### config.mk
export PLATFORM = sky130hd
export DESIGN_NAME = rgmii_link_adapter
export DESIGN_NICKNAME = d
export VERILOG_FILES = /design/src/rtl/rgmii_link_adapter.sv
export SDC_FILE = /design/constraint.sdc
export NUM_CORES = 1
export LEC_CHECK = 0
export BUFFER_PORTS_ARGS = -buffer_cell sky130_fd_sc_hd__buf_4
export CAP_MARGIN = 0
export CORE_ASPECT_RATIO = 1.4
export CORE_UTILIZATION = 35
export DETAILED_ROUTE_END_ITERATION = 7
export PLACE_DENSITY = 0.64
export SETUP_SLACK_MARGIN = 0.05
export SLEW_MARGIN = 20
export SYNTH_ARGS = -nofsm -noshare
export SYNTH_HDL_FRONTEND = slang
export SYNTH_SLANG_ARGS = --single-unit
### constraint.sdc
create_clock -name clk -period 2.02 [get_ports clk]
set_clock_uncertainty 0.05 [all_clocks]
set_input_delay 0.202 -clock clk [delete_from_list [all_inputs] [get_ports clk]]
set_output_delay 0.202 -clock clk [all_outputs]
set_load 0.05 [all_outputs]
### src/rtl/rgmii_link_adapter.sv
// rgmii_link_adapter
// Bridges captured RGMII DDR samples and a MAC-side byte/nibble interface.
// It tracks the PHY in-band link status, gates RX onto the MAC while a link
// is up, and drives TX_CTL/TXD from the MAC through a small TX state machine.
// Optional statistics counters: define RGMII_LINK_ADAPTER_STATS_EN.
// Without it the stat_* outputs are tied to 0.
module rgmii_link_adapter #(
    parameter int STATUS_STABLE = 4,
    parameter int CNT_W         = 16
) (
    input  logic             clk,
    input  logic             phy_rstn,
    input  logic [1:0]       ddr_rx_ctrl,
    input  logic [7:0]       ddr_rx_data,
    output logic [1:0]       ddr_tx_ctrl,
    output logic [7:0]       ddr_tx_data,
    output logic             mac_rx_dv,
    output logic             mac_rx_er,
    output logic [7:0]       mac_rx_data,
    output logic             mac_crs,
    output logic             mac_col,
    input  logic             mac_tx_en,
    input  logic             mac_tx_er,
    input  logic [7:0]       mac_tx_data,
    output logic             link_up_10M,
    output logic             link_up_100M,
    output logic             link_up_1G,
    output logic             link_full_duplex,
    output logic             link_change,
    output logic [CNT_W-1:0] stat_rx_frames,
    output logic [CNT_W-1:0] stat_rx_errors,
    output logic [CNT_W-1:0] stat_tx_aborts
);
    typedef enum logic [1:0] {TX_IDLE, TX_VALID, TX_INVALID, TX_ABORT} tx_state_t;
    typedef enum logic [1:0] {SPD_NONE, SPD_10M, SPD_100M, SPD_1G} speed_t;

    // Run count at which the candidate has been seen STATUS_STABLE times in a row
    localparam logic [7:0] RUN_COMMIT = 8'(STATUS_STABLE - 1);

    logic       rx_dv, rx_er, rx_idle, rx_cext;
    logic       rx_dv_n, rx_er_n;
    logic [3:0] status_q, cand_q;
    logic [7:0] run_q, run_next;
    speed_t     speed, tx_speed_q;
    logic       link_any, half_dup, tx_drop;
    logic [7:0] tx_fmt, rx_fmt;
    tx_state_t  tx_st;

    assign rx_dv   = ddr_rx_ctrl[0];
    assign rx_er   = ddr_rx_ctrl[0] ^ ddr_rx_ctrl[1];
    assign rx_idle = ~rx_dv & ~rx_er;
    // Carrier extension / false carrier seen between frames
    assign rx_cext = rx_er & ~rx_dv & ((ddr_rx_data == 8'hFF) || (ddr_rx_data == 8'h0E));

    // Committed status field [2:0] selects the line rate
    always_comb begin
        speed = SPD_NONE;
        case (status_q[2:0])
            3'b001:  speed = SPD_10M;
            3'b011:  speed = SPD_100M;
            3'b101:  speed = SPD_1G;
            default: speed = SPD_NONE;
        endcase
    end

    assign link_any         = (speed != SPD_NONE);
    assign link_up_10M      = (speed == SPD_10M);
    assign link_up_100M     = (speed == SPD_100M);
    assign link_up_1G       = (speed == SPD_1G);
    assign link_full_duplex = status_q[3] & link_any;
    assign half_dup         = ~status_q[3] & link_any;

    assign rx_dv_n = link_any & rx_dv;
    assign rx_er_n = link_any & rx_er;
    assign rx_fmt  = (speed == SPD_1G) ? ddr_rx_data :
                     link_any          ? {4'h0, ddr_rx_data[3:0]} : 8'h00;
    // 10/100 repeats the nibble so both DDR edges carry the same data
    assign tx_fmt  = (speed == SPD_1G) ? mac_tx_data : {2{mac_tx_data[3:0]}};
    // A link drop shows up as the speed falling to SPD_NONE
    assign tx_drop = (speed != tx_speed_q);

    assign run_next = (ddr_rx_data[3:0] != cand_q) ? 8'd0 :
                      (run_q == 8'hFF)             ? run_q : run_q + 8'd1;

    // In-band status filter: commit a new status after a stable run of idle samples
    always_ff @(posedge clk or negedge phy_rstn) begin
        if (!phy_rstn) begin
            status_q    <= 4'h0;
            cand_q      <= 4'h0;
            run_q       <= 8'd0;
            link_change <= 1'b0;
        end else begin
            link_change <= 1'b0;
            if (rx_idle) begin
                cand_q <= ddr_rx_data[3:0];
                run_q  <= run_next;
                if (run_next >= RUN_COMMIT && ddr_rx_data[3:0] != status_q) begin
                    status_q    <= ddr_rx_data[3:0];
                    link_change <= 1'b1;
                end
            end
        end
    end

    // RX path to the MAC plus carrier sense and collision, one cycle behind the pins
    always_ff @(posedge clk or negedge phy_rstn) begin
        if (!phy_rstn) begin
            mac_rx_dv   <= 1'b0;
            mac_rx_er   <= 1'b0;
            mac_rx_data <= 8'h00;
            mac_crs     <= 1'b0;
            mac_col     <= 1'b0;
        end else begin
            mac_rx_dv   <= rx_dv_n;
            mac_rx_er   <= rx_er_n;
            mac_rx_data <= rx_fmt;
            mac_crs     <= link_any & (rx_dv | rx_cext | (half_dup & (tx_st == TX_VALID)));
            mac_col     <= half_dup & (tx_st == TX_VALID) & (rx_dv | rx_cext);
        end
    end

    // TX state machine with registered TX_CTL/TXD; mac_tx_en low wins over an abort
    always_ff @(posedge clk or negedge phy_rstn) begin
        if (!phy_rstn) begin
            tx_st       <= TX_IDLE;
            tx_speed_q  <= SPD_NONE;
            ddr_tx_ctrl <= 2'b00;
            ddr_tx_data <= 8'h00;
        end else begin
            ddr_tx_ctrl <= 2'b00;
            ddr_tx_data <= 8'h00;
            case (tx_st)
                TX_IDLE: begin
                    if (mac_tx_en) begin
                        if (link_any) begin
                            tx_st       <= TX_VALID;
                            tx_speed_q  <= speed;
                            ddr_tx_ctrl <= {~mac_tx_er, 1'b1};
                            ddr_tx_data <= tx_fmt;
                        end else begin
                            tx_st <= TX_INVALID;
                        end
                    end
                end
                TX_VALID: begin
                    if (!mac_tx_en) begin
                        tx_st <= TX_IDLE;
                    end else if (tx_drop) begin
                        tx_st       <= TX_ABORT;
                        ddr_tx_ctrl <= 2'b01;
                        ddr_tx_data <= ddr_tx_data;
                    end else begin
                        ddr_tx_ctrl <= {~mac_tx_er, 1'b1};
                        ddr_tx_data <= tx_fmt;
                    end
                end
                TX_ABORT: tx_st <= TX_INVALID;
                default: begin
                    if (!mac_tx_en) tx_st <= TX_IDLE;
                end
            endcase
        end
    end

`ifdef RGMII_LINK_ADAPTER_STATS_EN
    localparam logic [CNT_W-1:0] CNT_MAX = '1;

    logic [CNT_W-1:0] rx_frames_q, rx_errors_q, tx_aborts_q;
    logic             frame_err_q;
    logic             abort_entry;

    assign abort_entry = (tx_st == TX_VALID) && mac_tx_en && tx_drop;

    // Frame accounting at the end of each MAC-side frame; counters stick at all-ones
    always_ff @(posedge clk or negedge phy_rstn) begin
        if (!phy_rstn) begin
            rx_frames_q <= '0;
            rx_errors_q <= '0;
            tx_aborts_q <= '0;
            frame_err_q <= 1'b0;
        end else begin
            if (rx_dv_n) begin
                if (rx_er_n) frame_err_q <= 1'b1;
            end else if (mac_rx_dv) begin
                if (frame_err_q) begin
                    if (rx_errors_q != CNT_MAX) rx_errors_q <= rx_errors_q + 1'b1;
                end else if (rx_frames_q != CNT_MAX) begin
                    rx_frames_q <= rx_frames_q + 1'b1;
                end
                frame_err_q <= 1'b0;
            end
            if (abort_entry && tx_aborts_q != CNT_MAX) tx_aborts_q <= tx_aborts_q + 1'b1;
        end
    end

    assign stat_rx_frames = rx_frames_q;
    assign stat_rx_errors = rx_errors_q;
    assign stat_tx_aborts = tx_aborts_q;
`else
    assign stat_rx_frames = '0;
    assign stat_rx_errors = '0;
    assign stat_tx_aborts = '0;
`endif

endmodule

==> metrics.md, run 1 <==
| Metric | Value |
|---|---|
| PortBufs | `48` |
| # diodes | `0` |
| Routability Congestion | `0.8495` |
| Die span in x | `76.13 um` |
| Leakage | `0.001682 uW` |
| # DRC | `0` |
| Most common cell on crit path | `mux2_4` |
| Worst R2R Path Depth | `6` |
| Rel. slew slack | `0.6250` |
| CP arrival | `2.22 ns` |
| Pwr Total | `2535 uW` |
| Mean Syn Cell Area | `9.686 sq um` |
| VDD IR max | `0.0003332 V` |
| Met3 Use GR | `0.02597` |
| Slowest stage delay, CP | `0.51 ns` |
| Hold Path End | `mac_rx_data[4]$_DFF_PN0_` |
| Initial antenna violation count | `0` |
| Clock transition at the registers of the reported paths | `0.09 ns` |
| Most common cell after layout, fill and taps aside | `buf_4` |
| Die Area | `8053 sq um` |
| Via count | `2083` |
| Vias in the first global route | `1926` |
| Failing checks | `setup timing` |
| Synth Instances | `278` |
| Pin count of the biggest net entering global routing | `44` |
| Busiest grt layer | `met2` |
| DP HPWL | `4020 um` |
| Synth async-reset ratio | `1.000` |
| Die Ht | `105.8 um` |
| Synth warnings | `0` |
| Final hold violation count | `0` |
| CP Buf/Inv Count | `1` |
| Met1 Track Usage GR | `0.1529` |
| Clk_lat worst skew | `0.30 ns` |
| Crit path launch type | `flop` |
| Crit path capture type | `flop` |
| Register area share after synthesis | `0.3996` |
| Final min period | `2.089 ns` |
| Critical path required time | `2.15 ns` |
| WL per Instance | `12.49 um` |
| P&R area growth vs syn | `21.79%` |
| All-Layer GR Usage | `0.1388` |
| 1st-iter DRT viols | `102` |
| Cts bufs inserted | `5` |
| Post-Synthesis Cell Area | `2693 sq um` |
| Wirelength, routed | `5535 um` |
| CTS tree | `yes` |
| H-tree depth | `2` |
| Flops & latches, synth | `43` |
| Final instance area | `3279 sq um` |
| CP max FO | `6` |
| First-pass GRT wire length | `8914 um` |
| Hold depth | `2` |
| Crit path max-delay cell type | `dfrtp_1` |
| GRT overflow | `0` |
| Reg-to-Reg End | `status_q[3]$_DFFE_PN0P_` |
| Max-Cap Viols | `0` |
| Dpl cell area | `3112 sq um` |
| Reg2reg start | `run_q[3]$_DFFE_PN0P_` |
| Achievable clock frequency | `478.7 MHz` |
| Drt first pass iters | `4` |
| Max-slew violations | `0` |
| Clock Root Buffer | `clkbuf_8` |
| Slew @ Worst Pin | `0.5625 ns` |
| Status | `complete, but fails checks` |
| Worst min path class | `in -> reg` |
| RSZ-0062 raised after global routing | `true` |
| Pwr/cell area | `772.9 nW/um^2` |
| Worst hold margin | `0.07319 ns` |
| Primary FF master, synth | `dfrtp_1` |
| HP Start | `ddr_rx_data[4]` |
| Period utilization | `1.034` |
| IO Pins | `97` |
| Starting Density | `0.3635` |
| Cell family with most CP delay | `multiplexers` |
| Yosys cell types | `47` |
| Worst R2R Setup Slack | `-0.07 ns` |
| Post-DRT Antenna Nets | `0` |
| Sink Count | `43` |
| Met2 Use GR | `0.2532` |
| Critical Path, Cell by Cell | `nand4_4 > nor2_4 > mux2_4 > o41ai_4 > buf_4 > mux2_4` |
| Layout cells sized above 1 | `0.2977` |
| Pre-CTS setup slack | `-0.08036 ns` |
| Via density | `4.702` |
| Final setup margin | `-0.06907 ns` |
| Post-synth EDFFs | `0` |
| Critical path class | `reg -> reg` |
| Setup TNS | `-0.2615 ns` |
| Final setup viols | `4` |
| Commonest cells after routing, fill and taps aside | `69 x buf_4, 48 x conb_1, 41 x dfrtp_1` |
| Floorplan row count | `37` |
| Nets | `374` |
| Core region area | `7407 sq um` |
| Clock Tree Buf Depth | `2` |
[per-layer routing]
metal,vias up,wire (um),share of wire
li1,992,-,-
met1,996,2210,0.40
met4,0,137,0.025
met5,-,0,0
met2,81,2907,0.53
met3,14,279,0.050
[final cells by class]
class	count	area [sq um]
timing repair buffer	73	560.5
multi-input combinational	214	1398
fill	737	4128
sequential	43	1079
inverter	8	30.03
tap	97	121.4
clock inverter	1	5.005
clock buffer	7	86.33
[logic make-up after synthesis]
logic type	synth area share
and+or+nand+nor	0.1659
buffers and inverters	0.1752
AOI/OAI and AO/OA	0.1362
DFF	0.3996
muxes	0.05995
xor gates and xnor gates	0.02928
adders and majority gates	0.03253
other	0.001393
[synth_stat cells (2+ instances only)]
cell / instances / share of area
dfrtp_1: 43 / 0.40
a41oi_1: 2 / 0.0065
o21ai_0: 14 / 0.026
nand3_1: 7 / 0.013
nand2b_1: 2 / 0.0046
mux2_2: 9 / 0.038
nor3b_1: 3 / 0.0084
inv_1: 8 / 0.011
a21boi_0: 3 / 0.0084
nor3_1: 5 / 0.0093
a21oi_1: 18 / 0.033
nor4_1: 2 / 0.0046
a21o_1: 2 / 0.0056
and2_1: 12 / 0.028
nor2_1: 12 / 0.017
buf_6: 3 / 0.013
xor2_1: 9 / 0.029
buf_4: 48 / 0.13
and2_2: 2 / 0.0056
o31ai_1: 6 / 0.017
o211ai_1: 2 / 0.0056
ha_1: 7 / 0.033
clkbuf_1: 5 / 0.0070
buf_2: 3 / 0.0056
mux2i_1: 6 / 0.022
and3_1: 3 / 0.0070
nand2_1: 22 / 0.031
[per-stage QoR]
stage / instances / util
global placement: 430 / 0.4201
detailed placement: 430 / 0.4201
floorplan: 325 / -
finish: 443 / 0.4427
global route: 443 / 0.4427
CTS: 441 / 0.4367
[what timing repair did]
action,in CTS,in global routing
setup endpoints to repair,4,6
setup buffers,1,2
hold buffers,2,0
hold endpoints to repair,44,0
pin swaps,3,2
resized for setup,1,8
[sequential cells by signal (all words and copies together) (netlist names)]
name	count
ddr_tx_data	8
mac_rx_data	8
run_q	8
cand_q	4
status_q	4
ddr_tx_ctrl	2
tx_speed_q	2
tx_st	2
link_change	1
mac_col	1
mac_crs	1
mac_rx_dv	1
mac_rx_er	1
[worst max path at each step]
| stage | start | to | slack (ns) | cells past startpoint |
|---|---|---|---|---|
| detailed placement | run_q[1]$_DFFE_PN0P_ | status_q[1]$_DFFE_PN0P_ | -0.08 | 7 |
| floorplan | run_q[1]$_DFFE_PN0P_ | status_q[0]$_DFFE_PN0P_ | -0.11 | 6 |
| CTS | run_q[0]$_DFFE_PN0P_ | status_q[3]$_DFFE_PN0P_ | -0.09 | 7 |
| finish | run_q[3]$_DFFE_PN0P_ | status_q[3]$_DFFE_PN0P_ | -0.07 | 6 |
| global placement | run_q[1]$_DFFE_PN0P_ | status_q[3]$_DFFE_PN0P_ | -0.06 | 7 |
| global route | run_q[3]$_DFFE_PN0P_ | status_q[2]$_DFFE_PN0P_ | -0.15 | 6 |
[report_power, final]
group | internal, uW | total, uW | switching, uW
logic | 303 | 930 | 627
clock network | 276 | 579 | 303
registers | 944 | 1030 | 82.5
total | 1520 | 2530 | 1010
Note: power is estimated with default switching activity, not from simulation.
==> run 2, diff against run 1 <==
--- a/config.mk
+++ b/config.mk
@@ -10,6 +10,7 @@
 export CORE_ASPECT_RATIO = 1.4
 export CORE_UTILIZATION = 35
 export DETAILED_ROUTE_END_ITERATION = 7
+export GPL_TIMING_DRIVEN = 0
 export PLACE_DENSITY = 0.64
 export SETUP_SLACK_MARGIN = 0.05
 export SLEW_MARGIN = 20
==> run 2 against run 1 <==
The flow still finishes with violations (setup timing). Worst hold slack improved by 0.015 ns. Final area increased by 11%. Register-to-register slack improved by 0.02 ns. Utilization increased by 4.8 points. Count of clock-buffer cells in the layout decreased by 1. Fmax increased by 0.81%. Critical path depth increased by 1. Sequential cell count unchanged. Worst setup slack improved by 0.017 ns. Non-clock buffer count increased by 43. Largest cell class unchanged.
==> metrics.md, run 2 (same netlist as run 1, synthesis figures left out) <==
| Metric | Value |
|---|---|
| Worst Setup SP | `run_q[0]$_DFFE_PN0P_` |
| # DRC | `0 (unchanged)` |
| Crit path launch type | `flop` |
| Pwr Total | `2731 uW (+7.8%)` |
| Commonest cells after routing, fill and taps aside | `102 x buf_4, 48 x conb_1, 40 x dfrtp_1` |
| PortBufs | `47 (-2.1%)` |
| First-pass GRT wire length | `9342 um (+4.8%)` |
| Final instance area | `3637 sq um (+11%)` |
| Vias in the first global route | `1965 (+2.0%)` |
| Initial antenna violation count | `0 (unchanged)` |
| Status | `complete, but fails checks` |
| CP max FO | `5 (-1)` |
| Max-Cap Viols | `0 (unchanged)` |
| Pin count of the biggest net entering global routing | `44 (unchanged)` |
| Drt first pass iters | `4 (unchanged)` |
| Cts bufs inserted | `5 (unchanged)` |
| Critical path required time | `2.15 ns (about the same)` |
| Final setup margin | `-0.05222 ns (+0.01685 ns)` |
| CP arrival | `2.20 ns (-0.02 ns)` |
| H-tree depth | `2 (unchanged)` |
| DP HPWL | `4184 um (+4.1%)` |
| Via density | `4.377 (-6.9%)` |
| Pwr/cell area | `750.9 nW/um^2 (-2.8%)` |
| Achievable clock frequency | `482.6 MHz (+0.81%)` |
| Wirelength, routed | `5764 um (+4.1%)` |
| GRT overflow | `0 (unchanged)` |
| Starting Density | `0.3635 (unchanged)` |
| # diodes | `0 (unchanged)` |
| Reg2reg start | `run_q[0]$_DFFE_PN0P_` |
| Slew @ Worst Pin | `0.5513 ns (-0.01118 ns)` |
| Period utilization | `1.026 (-0.008340)` |
| Floorplan row count | `37 (unchanged)` |
| Clock Root Buffer | `clkbuf_8` |
| Die span in x | `76.13 um (unchanged)` |
| Clk_lat worst skew | `0.29 ns (about the same)` |
| Crit path capture type | `flop` |
| CTS tree | `yes` |
| RSZ-0062 raised after global routing | `true` |
| IO Pins | `97 (unchanged)` |
| Worst hold margin | `0.08839 ns (+0.01520 ns)` |
| Die Area | `8053 sq um (unchanged)` |
| P&R area growth vs syn | `35.08%` |
| Die Ht | `105.8 um (unchanged)` |
| Max-slew violations | `0 (unchanged)` |
| Rel. slew slack | `0.6325 (+0.007457)` |
| Clock transition at the registers of the reported paths | `0.09 ns (about the same)` |
| Nets | `417 (+11%)` |
| Final hold violation count | `0 (unchanged)` |
| WL per Instance | `11.86 um (-5.1%)` |
| VDD IR max | `0.0004495 V (+35%)` |
| Leakage | `0.001920 uW (+14%)` |
| Clock Tree Buf Depth | `2 (unchanged)` |
| Sink Count | `43 (unchanged)` |
| Worst R2R Setup Slack | `-0.05 ns (+0.02 ns)` |
| 1st-iter DRT viols | `81 (-21%)` |
| Final min period | `2.072 ns (-0.01685 ns)` |
| Post-DRT Antenna Nets | `0 (unchanged)` |
| Layout cells sized above 1 | `0.3907 (+0.09306)` |
| Failing checks | `setup timing` |
| Setup TNS | `-0.1951 ns (+0.06637 ns)` |
| Final setup viols | `4 (unchanged)` |
| Dpl cell area | `3396 sq um (+9.1%)` |
| Core region area | `7407 sq um (unchanged)` |
| Critical path class | `reg -> reg` |
| Routability Congestion | `0.7829 (-7.8%)` |
| Most common cell after layout, fill and taps aside | `buf_4` |
| Worst min path class | `in -> reg` |
| HP Start | `ddr_rx_data[7]` |
| All-Layer GR Usage | `0.1447 (+0.005946)` |
| Via count | `2127 (+2.1%)` |
| Regs by FF count | `ddr_tx_data (8), mac_rx_data (8), run_q (8)` |
-- run 2: cell type report --
class / count / area [sq um]
fillers: 707 / 3770
multi-input cells: 214 / 1410
flip-flops and latches: 43 / 1080
plain buffers: 59 / 441.7
repair buffers: 57 / 436.7
well taps: 97 / 121.4
clock buffers: 6 / 82.58
clock inverters: 2 / 35.03
inverters: 8 / 30.03
-- run 2: timing repair --
action	CTS	global route
hold buffers	2	0
gates resized for setup	11	7
hold endpoints to repair	44	0
endpoints found under the setup margin	16	14
buffers inserted	8	0
pin swaps	5	0
-- run 2: critical path, stage by stage, from the launching register on --
cell and delay [ns]:
dfrtp_2 0.47, ha_4 0.25, and2b_2 0.22, nor3b_2 0.18, a21oi_2 0.09, o41ai_4 0.22, buf_6 0.17, mux2_4 0.29
-- run 2: final timing paths --
| check | to | cells past startpoint |
|---|---|---|
| setup / recovery | status_q[0]$_DFFE_PN0P_ | 7 |
| hold / removal | mac_rx_data[7]$_DFF_PN0_ | 2 |
| setup reg to reg | status_q[0]$_DFFE_PN0P_ | 7 |
| hold reg to reg | ddr_tx_data[3]$_DFFE_PN0P_ | 2 |
| max in group asynchronous | run_q[3]$_DFFE_PN0P_ | 2 |
| min in group asynchronous | mac_rx_data[5]$_DFF_PN0_ | 2 |
-- run 2: where the power goes --
part / switching (uW) / internal (uW) / leakage [uW]
Combinational: 652 / 356 / 0.00128
Clock: 302 / 401 / 0.0000612
Sequential: 77.7 / 944 / 0.000580
-- run 2: metrics by stage --
| stage | setup slack, ns | utilization | instances |
|---|---|---|---|
| 6_report | -0.05222 | 0.4910 | 486 |
| 5_1_grt | -0.1561 | 0.4910 | 486 |
| 4_1_cts | -0.02907 | 0.4890 | 486 |
| 3_5_place_dp | -0.2409 | 0.4584 | 469 |
| 3_3_place_gp | -0.2327 | 0.4584 | 469 |
| 2_1_floorplan | -0.1098 | - | 325 |
-- run 2: layer usage --
| metal | up-vias | global-route usage | wire [um] | share of wire |
|---|---|---|---|---|
| li1 | 1077 | - | - | - |
| met1 | 968 | 0.1595 | 2265 | 0.39 |
| met2 | 69 | 0.2740 | 3060 | 0.53 |
| met3 | 13 | 0.02857 | 330 | 0.057 |
| met4 | 0 | 0.04808 | 108 | 0.019 |
| met5 | - | 0 | 0 | 0 |
==> run 3, diff against run 2 <==
--- a/config.mk
+++ b/config.mk
@@ -7,11 +7,10 @@
 export LEC_CHECK = 0
 export BUFFER_PORTS_ARGS = -buffer_cell sky130_fd_sc_hd__buf_4
 export CAP_MARGIN = 0
-export CORE_ASPECT_RATIO = 1.4
 export CORE_UTILIZATION = 35
 export DETAILED_ROUTE_END_ITERATION = 7
 export GPL_TIMING_DRIVEN = 0
-export PLACE_DENSITY = 0.64
+export PLACE_DENSITY = 0.62
 export SETUP_SLACK_MARGIN = 0.05
 export SLEW_MARGIN = 20
 export SYNTH_ARGS = -nofsm -noshare
==> constraint.sdc (replaced) <==
create_clock -name clk -period 2.6 [get_ports clk]
set_clock_uncertainty 0.05 [all_clocks]
set_input_delay 0.26 -clock clk [delete_from_list [all_inputs] [get_ports clk]]
set_output_delay 0.26 -clock clk [all_outputs]
set_load 0.05 [all_outputs]
==> run 3 against run 2 <==
The flow now finishes without violations. Register-to-register slack improved by 0.25 ns. Global-route usage fell by 0.67 points. Count of clock-buffer cells in the layout unchanged. Critical endpoint unchanged.
==> metrics.md, run 3 (same netlist as run 1, synthesis figures left out) <==
| Metric | Value |
|---|---|
| Clk_lat worst skew | `0.29 ns (about the same)` |
| Final setup viols | `0 (-4)` |
| RSZ-0062 raised after global routing | `false` |
| Leakage | `0.001856 uW (-3.3%)` |
| Dpl cell area | `3346 sq um (-1.5%)` |
| Via density | `4.318 (-1.3%)` |
| Worst R2R Path Depth | `8 (+1)` |
| Crit path launch type | `flop` |
| Sequential power share | `0.367 (-0.007)` |
| Most common cell after layout, fill and taps aside | `buf_4` |
| Hold depth | `2 (unchanged)` |
| CP arrival | `2.53 ns (+0.33 ns)` |
| Achievable clock frequency | `417.1 MHz (-14%)` |
| Wirelength, routed | `5423 um (-5.9%)` |
| Max-Cap Viols | `0 (unchanged)` |
| # diodes | `0 (unchanged)` |
| Power share of the combinational group | `0.349 (-0.020)` |
| Via count | `2077 (-2.4%)` |
| Final min period | `2.398 ns (+0.3254 ns)` |
| Die Area | `8048 sq um (about the same)` |
| IO Pins | `97 (unchanged)` |
| Die span in x | `89.71 um (+18%)` |
| Slew @ Worst Pin | `0.5771 ns (+0.02586 ns)` |
| CTS tree | `yes` |
| Critical path class | `reg -> reg` |
| Setup TNS | `0 ns (+0.1951 ns)` |
| DP HPWL | `4090 um (-2.3%)` |
| Status | `finished, final reports clean` |
| Clock share of power | `0.283 (+0.026)` |
| GRT overflow | `0 (unchanged)` |
| Pin count of the biggest net entering global routing | `44 (unchanged)` |
| Pwr/cell area | `613.9 nW/um^2 (-18%)` |
| Slowest stage delay, CP | `0.47 ns (about the same)` |
| Nets | `410 (-1.7%)` |
| VDD IR max | `0.0002182 V (-51%)` |
| Final setup margin | `0.2024 ns (+0.2546 ns)` |
| Sink Count | `43 (unchanged)` |
| Clock Tree Buf Depth | `2 (unchanged)` |
| Period utilization | `0.9222 (-0.1037)` |
| Placed cells | `471 (+0.43%)` |
| CP max FO | `7 (+2)` |
| Crit path max-delay cell type | `dfrtp_1` |
| Commonest cells after routing, fill and taps aside | `96 x buf_4, 48 x conb_1, 43 x dfrtp_1` |
| Clock Root Buffer | `clkbuf_8` |
| Total internal power | `1375 uW (-19%)` |
| First-pass GRT wire length | `8914 um (-4.6%)` |
| Initial antenna violation count | `0 (unchanged)` |
| P&R area growth vs syn | `29.93%` |
| 1st-iter DRT viols | `73 (-9.9%)` |
| Layout cells sized above 1 | `0.3351 (-0.05567)` |
| Worst min path class | `in -> reg` |
| Post-DRT Antenna Nets | `0 (unchanged)` |
| Critical Path, Cell by Cell | `ha_2 > and3_1 > buf_6 > nor4_1 > a21oi_1 > o41ai_4 > buf_4 > mux2_2` |
| # DRC | `0 (unchanged)` |
| Crit path capture type | `flop` |
| H-tree depth | `2 (unchanged)` |
| Switching Fraction | `0.3597 (-0.01792)` |
| Floorplan row count | `31 (-16%)` |
| Clock transition at the registers of the reported paths | `0.08 ns (about the same)` |
| Rel. slew slack | `0.6144 (-0.01806)` |
| Routability Congestion | `0.8118 (+3.7%)` |
| Pre-CTS setup slack | `0.2272 ns (+0.4681 ns)` |
| Drt first pass iters | `4 (unchanged)` |
| Die Ht | `89.71 um (-15%)` |
| Cts bufs inserted | `5 (unchanged)` |
| CP Depth | `8 (+1)` |
| WL per Instance | `11.27 um (-4.9%)` |
| Final hold violation count | `0 (unchanged)` |
| Core region area | `7331 sq um (-1.0%)` |
| Pwr Total | `2148 uW (-21%)` |
| Fillers | `689 (-2.5%)` |
| All-Layer GR Usage | `0.1380 (-0.006732)` |
| Cell family with most CP delay | `flip-flops` |
| Final instance area | `3498 sq um (-3.8%)` |
| Starting Density | `0.3673 (+0.003785)` |
| Regs by FF count | `ddr_tx_data (8), mac_rx_data (8), run_q (8)` |
| CP Buf/Inv Count | `2 (+1)` |
| Fin cells | `481 (-1.0%)` |
| P_sw | `772.5 uW (-25%)` |
| Max-slew violations | `0 (unchanged)` |
| Critical path required time | `2.73 ns (+0.58 ns)` |
| Vias in the first global route | `1864 (-5.1%)` |
| PortBufs | `47 (unchanged)` |
run 3: cell types whose count changed in the layout (fill, tap and decap cells not counted), moves of 2 or more:
cell / change
a21oi_1: +2
a21oi_2: -2
and3_1: +2
buf_4: -6
clkbuf_1: +3
dfrtp_1: +3
dfrtp_2: -3
mux2_2: +4
mux2_4: -4
run 3: worst paths after layout:
path                                             from  slack, ns                          to
setup reg to reg                 run_q[0]$_DFFE_PN0P_       0.20     status_q[0]$_DFFE_PN0P_
min in group asynchronous                    phy_rstn       0.45  ddr_tx_data[4]$_DFFE_PN0P_
hold / removal                              mac_tx_er       0.06    ddr_tx_ctrl[1]$_DFF_PN0_
hold reg to reg            ddr_tx_data[5]$_DFFE_PN0P_       0.44  ddr_tx_data[5]$_DFFE_PN0P_
max in group asynchronous                    phy_rstn       1.69    mac_rx_data[0]$_DFF_PN0_
setup / recovery                 run_q[0]$_DFFE_PN0P_       0.20     status_q[0]$_DFFE_PN0P_
run 3: power groups by stage:
stage          logic [uW]  registers [uW]  clock network [uW]
6_report              750             789                 609
5_1_grt               812             799                 659
4_1_cts               751             789                 627
3_5_place_dp          747             802                   0
3_3_place_gp          738             799                   0
2_1_floorplan         516             873                   0
run 3: what timing repair did:
item / in CTS / in global routing
hold endpoints to repair: 43 / 0
buffers inserted: 0 / 1
resized for setup: 0 / 2
hold buffers: 1 / 0
endpoints found under the setup margin: 0 / 5
run 3: layout make-up:
class,instances,area (sq um),share of cell area
multi-input cells,214,1324,0.3784
well taps,99,123.9,0.03541
clock inverters,2,60.06,0.01717
repair buffers,49,370.4,0.1059
clock buffers,6,72.57,0.02074
plain buffers,60,441.7,0.1263
flip-flops and latches,43,1076,0.3076
inverters,8,30.03,0.008584
run 3: stage by stage:
stage | hold slack, ns | util
6_report | 0.05693 | 0.4772
5_1_grt | 0.04052 | 0.4772
4_1_cts | 0.04791 | 0.4758
3_5_place_dp | 0.2425 | 0.4564
3_3_place_gp | 0.2468 | 0.4564
2_1_floorplan | -0.08559 | -
run 3: metal layers:
metal	track usage	wire length, um
met1	0.1652	2211
met2	0.2436	2872
met3	0.03130	262
met4	0.04508	76
met5	0	0
